### src/rtl/mult_seq.sv
// ---------------------------------------------------------------------------
// mult_seq -- iterative shift-add unsigned multiplier
//
// Forms a 2N-bit product of two N-bit unsigned operands. It uses one
// conditional add and one shift per cycle. The low half of the product
// drives one input of the ALU result selector. The high half is exposed for
// long-multiply use. A start/busy/done handshake lets the control unit stall
// while the multiply runs.
//
// Parameters
//   N          operand width (product is 2N bits), default 32
//
// Ports
//   clk        in   1  rising-edge clock
//   rst        in   1  synchronous active-high reset, priority over start
//   start      in   1  request a multiply, accepted only while busy = 0
//   a          in   N  multiplicand, sampled on the accepting edge only
//   b          in   N  multiplier, sampled on the accepting edge only
//   result     out  N  low half of the last completed product
//   result_hi  out  N  high half of the last completed product
//   busy       out  1  high while iterating (state RUN)
//   done       out  1  one-cycle pulse when result/result_hi were just updated
//
// Build option
//   MULT_EARLY_TERM_EN  when defined, the iteration that shifts the last set
//                       multiplier bit out is treated as final. The product is
//                       unchanged and the latency follows the top set bit of b.
//                       When undefined, every multiply takes exactly N iterations.
// ---------------------------------------------------------------------------
module mult_seq #(
   parameter int N = 32
) (
   input  logic         clk,
   input  logic         rst,
   input  logic         start,
   input  logic [N-1:0] a,
   input  logic [N-1:0] b,
   output logic [N-1:0] result,
   output logic [N-1:0] result_hi,
   output logic         busy,
   output logic         done
);

   // Counter holds completed iterations. One spare bit guarantees that it
   // never wraps within an operation.
   localparam int            CW       = $clog2(N) + 1;
   localparam logic [CW-1:0] CNT_ZERO = {CW{1'b0}};
   localparam logic [CW-1:0] CNT_ONE  = CW'(1);
   localparam logic [CW-1:0] CNT_LAST = CW'(N - 1);

   typedef enum logic [1:0] {
      IDLE = 2'd0,
      RUN  = 2'd1,
      DONE = 2'd2
   } state_t;

   state_t           state_r;
   state_t           state_s;

   logic [2*N-1:0]   mcand_r;
   logic [2*N-1:0]   acc_r;
   logic [N-1:0]     mplier_r;
   logic [CW-1:0]    cnt_r;

   logic [N-1:0]     result_r;
   logic [N-1:0]     result_hi_r;
   logic             busy_r;
   logic             done_r;

   logic [2*N-1:0]   addend_s;
   logic [2*N-1:0]   acc_sum_s;
   logic [N-1:0]     mplier_shift_s;
   logic             last_s;
   logic             load_s;
   logic             iter_s;
   logic             final_s;

   // Partial product of this iteration and the shifted multiplier.
   always_comb begin
      addend_s = {(2*N){1'b0}};
      if (mplier_r[0]) begin
         addend_s = mcand_r;
      end else begin
         addend_s = {(2*N){1'b0}};
      end
      // Both addends fit in 2N bits and their sum never exceeds a*b, so this add cannot overflow.
      acc_sum_s      = acc_r + addend_s;
      mplier_shift_s = mplier_r >> 1;
   end

`ifdef MULT_EARLY_TERM_EN
   // The iteration is final once no set multiplier bit remains after this shift.
   // The count limit is kept as a backstop.
   assign last_s = (cnt_r == CNT_LAST) || (mplier_shift_s == {N{1'b0}});
`else
   // The N-th iteration (counter at N-1 before it) is always the last one.
   assign last_s = (cnt_r == CNT_LAST);
`endif

   // Next-state and datapath control decode.
   always_comb begin
      state_s = state_r;
      load_s  = 1'b0;
      iter_s  = 1'b0;
      final_s = 1'b0;
      case (state_r)
         IDLE: begin
            if (start) begin
               state_s = RUN;
               load_s  = 1'b1;
            end else begin
               state_s = IDLE;
            end
         end
         RUN: begin
            // start is deliberately not looked at here: requests while busy are dropped.
            iter_s = 1'b1;
            if (last_s) begin
               state_s = DONE;
               final_s = 1'b1;
            end else begin
               state_s = RUN;
            end
         end
         DONE: begin
            // A start in the done cycle is accepted and goes straight to RUN.
            if (start) begin
               state_s = RUN;
               load_s  = 1'b1;
            end else begin
               state_s = IDLE;
            end
         end
         default: begin
            state_s = IDLE;
         end
      endcase
   end

   // State register plus registered busy/done flags, which are derived from the next state.
   always_ff @(posedge clk) begin
      if (rst) begin
         state_r <= IDLE;
         busy_r  <= 1'b0;
         done_r  <= 1'b0;
      end else begin
         state_r <= state_s;
         busy_r  <= (state_s == RUN);
         done_r  <= (state_s == DONE);
      end
   end

   // Operand, accumulator and iteration-counter registers.
   always_ff @(posedge clk) begin
      if (rst) begin
         mcand_r  <= {(2*N){1'b0}};
         mplier_r <= {N{1'b0}};
         acc_r    <= {(2*N){1'b0}};
         cnt_r    <= CNT_ZERO;
      end else if (load_s) begin
         mcand_r  <= {{N{1'b0}}, a};
         mplier_r <= b;
         acc_r    <= {(2*N){1'b0}};
         cnt_r    <= CNT_ZERO;
      end else if (iter_s) begin
         acc_r    <= acc_sum_s;
         mcand_r  <= mcand_r << 1;
         mplier_r <= mplier_shift_s;
         cnt_r    <= cnt_r + CNT_ONE;
      end else begin
         mcand_r  <= mcand_r;
         mplier_r <= mplier_r;
         acc_r    <= acc_r;
         cnt_r    <= cnt_r;
      end
   end

   // Product registers. They load only on the edge into DONE and hold through IDLE and any later RUN.
   always_ff @(posedge clk) begin
      if (rst) begin
         result_r    <= {N{1'b0}};
         result_hi_r <= {N{1'b0}};
      end else if (final_s) begin
         // The last iteration's own add is included.
         result_r    <= acc_sum_s[N-1:0];
         result_hi_r <= acc_sum_s[2*N-1:N];
      end else begin
         result_r    <= result_r;
         result_hi_r <= result_hi_r;
      end
   end

   assign result    = result_r;
   assign result_hi = result_hi_r;
   assign busy      = busy_r;
   assign done      = done_r;

endmodule

### config.mk
export PLATFORM = sky130hd
export DESIGN_NAME = mult_seq
export DESIGN_NICKNAME = d
export VERILOG_FILES = /design/src/rtl/mult_seq.sv
export SDC_FILE = /design/constraint.sdc
export NUM_CORES = 1
export LEC_CHECK = 0
export BUFFER_PORTS_ARGS = -buffer_cell sky130_fd_sc_hd__clkbuf_2
export CORE_UTILIZATION = 45
export CTS_CLUSTER_SIZE = 10
export DETAILED_ROUTE_END_ITERATION = 10
export GPL_ROUTABILITY_DRIVEN = 0
export PLACE_DENSITY = 0.7
export SYNTH_ARGS = -nofsm -noshare
export SYNTH_HDL_FRONTEND = slang
export SYNTH_SLANG_ARGS = --single-unit
### constraint.sdc
create_clock -name clk -period 3.7 [get_ports clk]
set_input_delay 0.185 -clock clk [delete_from_list [all_inputs] [get_ports clk]]
set_output_delay 0.185 -clock clk [all_outputs]
set_load 0.02 [all_outputs]
==> qor.yml <==
cpPeakStageDelay_ns: 0.52
syn_nets: 1784
clk_pin_slew_ns: 0.06
die_w_um: 168.7
p_per_area_nw_per_um2: 389.0
grt_pass1_wl_mm: 58.31
cts.root.buffer_cell: "clkbuf_16"
clock_sinks: 234
nets: 1948
status: "complete, no violations"
grt_max_degree: 92
io_buffers: 132
die_h_um: 168.7
num_rows: 60
synth.distinct_cells: 63
start_util_pct: 46.14
coreArea_sq_um: 27100
clk_path_buf_depth: 3
finalCritPeriodShare_pct: 96.00
critPathMaxFanout: 21
netlist_instances: 1652
fin_util_pct: 56.50
syn_to_final_growth_pct: 22.44
crit_type: "reg -> reg"
ys_ff_latch: 234
synth-main-ff-cell: "dfxtp_1"
synth-async-reset-ratio_pct: 0
hpwl_mm: 23.85
dr.pass1.iters: 7
worst_ep_required_time_ns: 4.19
path_delay_family: "simple AND/OR/NAND/NOR gates"
antenna_left: 0
skew_ns: 0.01486
slew_viol_final: 0
end_kind: "flop"
hold_viol: 0
drt_iter0_drc: 865
crit_chain: "buf_6, and2_1, ha_1, nand2_1, or4_4, o311ai_1, o21bai_2, o2111ai_2, a31o_4, o21ai_4, a31oi_2, or4_1, nand3_1"
routed_wl_mm: 35.44
p_leak_uw: 0.006319
setup_slack_ns: 0.1480
antenna_found_initial: 1
cts-buffers-inserted: 29
grt_usage_pct: 24.56
via_per_inst: 5.595
dieArea_sq_um: 28460
dp.cells: 2093
netlist_area_sq_um: 12510
fmaxAchievable_mhz: 281.5
drt_drc_violations_left: 0
synth_edf_count: 0
htree_levels: 1
grt_remaining_overflow: 0
worstPathArrival_ns: 4.04
setup_viol: 0
rsz0062_at_grt: "yes"
min_period_ns: 3.552
cpMaxStageDelayCell: "or4_4"
max_cap_viol_count: 0
routed-via-count: 12320
grt_pass1_vias: 11710
max_slew_margin_pct: 35.68
worst_slew_pin_slew_ns: 0.9647
hold_path_class: "in -> reg"
fin_cells: 2201
yosys_warnings: 0
critPathLaunchType: "flop"
ys_seq_area_share_pct: 37.46
preCtsSetupSlack_ns: -0.01890
worst-path-buf-inv: 1
clk_latency_ns: 0.55
ir_drop_mv: 0.3919
io_pins: 133
cts_tree: "yes"
drive_above_1_share_pct: 14.06
avgSynthCellArea_sq_um: 7.570
fillers: 2478
wl_per_cell_um: 16.10
final cells by class:
type                            count  area, sq um  area share, %
Timing Repair Buffer              252         1765          11.53
Sequential cell                   234         4686          30.60
Clock buffer                       38        779.5          5.091
Inverter                           10        37.54         0.2451
Antenna cell                        1        2.502        0.01634
Clock inverter                      5        103.9         0.6782
Tap cell                          372        465.4          3.040
Multi-Input combinational cell   1289         7472          48.80
cell families after synthesis:
kind of cell	synth area share [%]
buffers and inverters	3.962
flip-flops	37.46
adder cells (fa/ha/maj)	6.563
XOR/XNOR	4.272
AO/OA/AOI/OAI	21.74
AND/OR/NAND/NOR	25.76
multiplexers	0.2401
placed cells by master (no fill, tap or decap), types with 29 or more instances in the layout:
master         count
and2_1            67
dfxtp_1          233
ha_1              61
xnor2_1           29
nor2_1           118
a21oi_1          206
nor3_1            69
o22ai_1           60
xor2_1            32
o21ai_0           53
a21o_1            33
clkbuf_16         30
dlygate4sd3_1     62
clkbuf_2         131
buf_4             55
nand3_1           34
nand2_1          324
report_power, final:
| group | switching (uW) | leakage, uW | internal, uW | total, uW |
|---|---|---|---|---|
| Clock | 1070 | 0.000431 | 1660 | 2720 |
| Sequential | 62.3 | 0.00190 | 2600 | 2670 |
| Combinational | 346 | 0.00399 | 222 | 568 |
| Total | 1470 | 0.00632 | 4480 | 5960 |
what timing repair did:
action | CTS | global route
hold buffers | 62 | 0
hold endpoints to repair | 62 | 0
resized for setup | 1 | 24
cloned | 0 | 1
setup buffers | 0 | 1
pin swaps | 0 | 4
endpoints found under the setup margin | 1 | 27
through the flow:
stage          total power [uW]  TNS (ns)  hold slack, ns  area [sq um]
2_1_floorplan              3041         0          0.3658         12510
3_3_place_gp               3193         0          0.4428         13660
4_1_cts                    5964         0        0.005407         15170
6_report                   5957         0         0.01616         15310
3_5_place_dp               3203  -0.01890          0.4472         13660
5_1_grt                    6150  -0.09899         0.03078         15310
registers in the layout, summed over array words and instances, names as in the netlist:
name	flops
busy	1
result_hi	32
acc_r	64
result	32
done	1
cnt_r	6
mcand_r	64
state_r	2
mplier_r	32
worst register-to-register path: stages (launching register included):
cell and delay (ns):
dfxtp_2 0.37, buf_6 0.17, and2_1 0.16, ha_1 0.40
nand2_1 0.12, or4_4 0.52, o311ai_1 0.22, o21bai_2 0.17
o2111ai_2 0.19, a31o_4 0.27, o21ai_4 0.16, a31oi_2 0.14
or4_1 0.50, nand3_1 0.10
worst paths after layout:
kind          startpoint             to  slack (ns)  depth (start not counted)
max reg2reg  mplier_r[0]  result_hi[28]        0.15                         13
min                a[30]    mcand_r[30]        0.02                          3
max          mplier_r[0]  result_hi[28]        0.15                         13
min reg2reg   result[11]     result[11]        0.45                          2
synthesized netlist by cell type (4+ instances only):
cell      count  area, sq um
nand2_1     325         1220
dfxtp_1     234         4684
a21oi_1     208         1041
nor2_1      119        446.7
clkbuf_1    102        382.9
nor3_1       69        345.3
and2_1       67        419.2
ha_1         64        800.8
o22ai_1      60        375.4
o21ai_0      54        270.3
nand3_1      36        180.2
a21o_1       33        247.7
xor2_1       32        280.3
xnor2_1      29        254.0
nand4_1      19        118.9
nor2b_1      15        93.84
o21bai_1     15        112.6
a211oi_1     13        97.59
inv_1        10        37.54
o21a_1       10        75.07
a31oi_1       9        56.30
buf_2         9        45.04
buf_1         8        30.03
or4_1         8        60.06
and3_1        7        43.79
a311oi_1      6        52.55
and4_1        6        52.55
nand2b_1      6        37.54
nand3b_1      6        45.04
o211ai_1      6        45.04
o31ai_1       6        45.04
or3_1         6        37.54
a21boi_0      5        37.54
a211o_1       4        35.03
nor4_1        4        25.02
metal layers:
layer | up-vias | global-route usage [%] | wire [um]
met3 | 62 | 4.138 | 2365
met5 | - | 0 | 0
met4 | 0 | 5.968 | 836
li1 | 6132 | - | -
met2 | 426 | 40.28 | 16060
met1 | 5695 | 33.48 | 16180
Note: power is estimated with default switching activity, not from simulation.
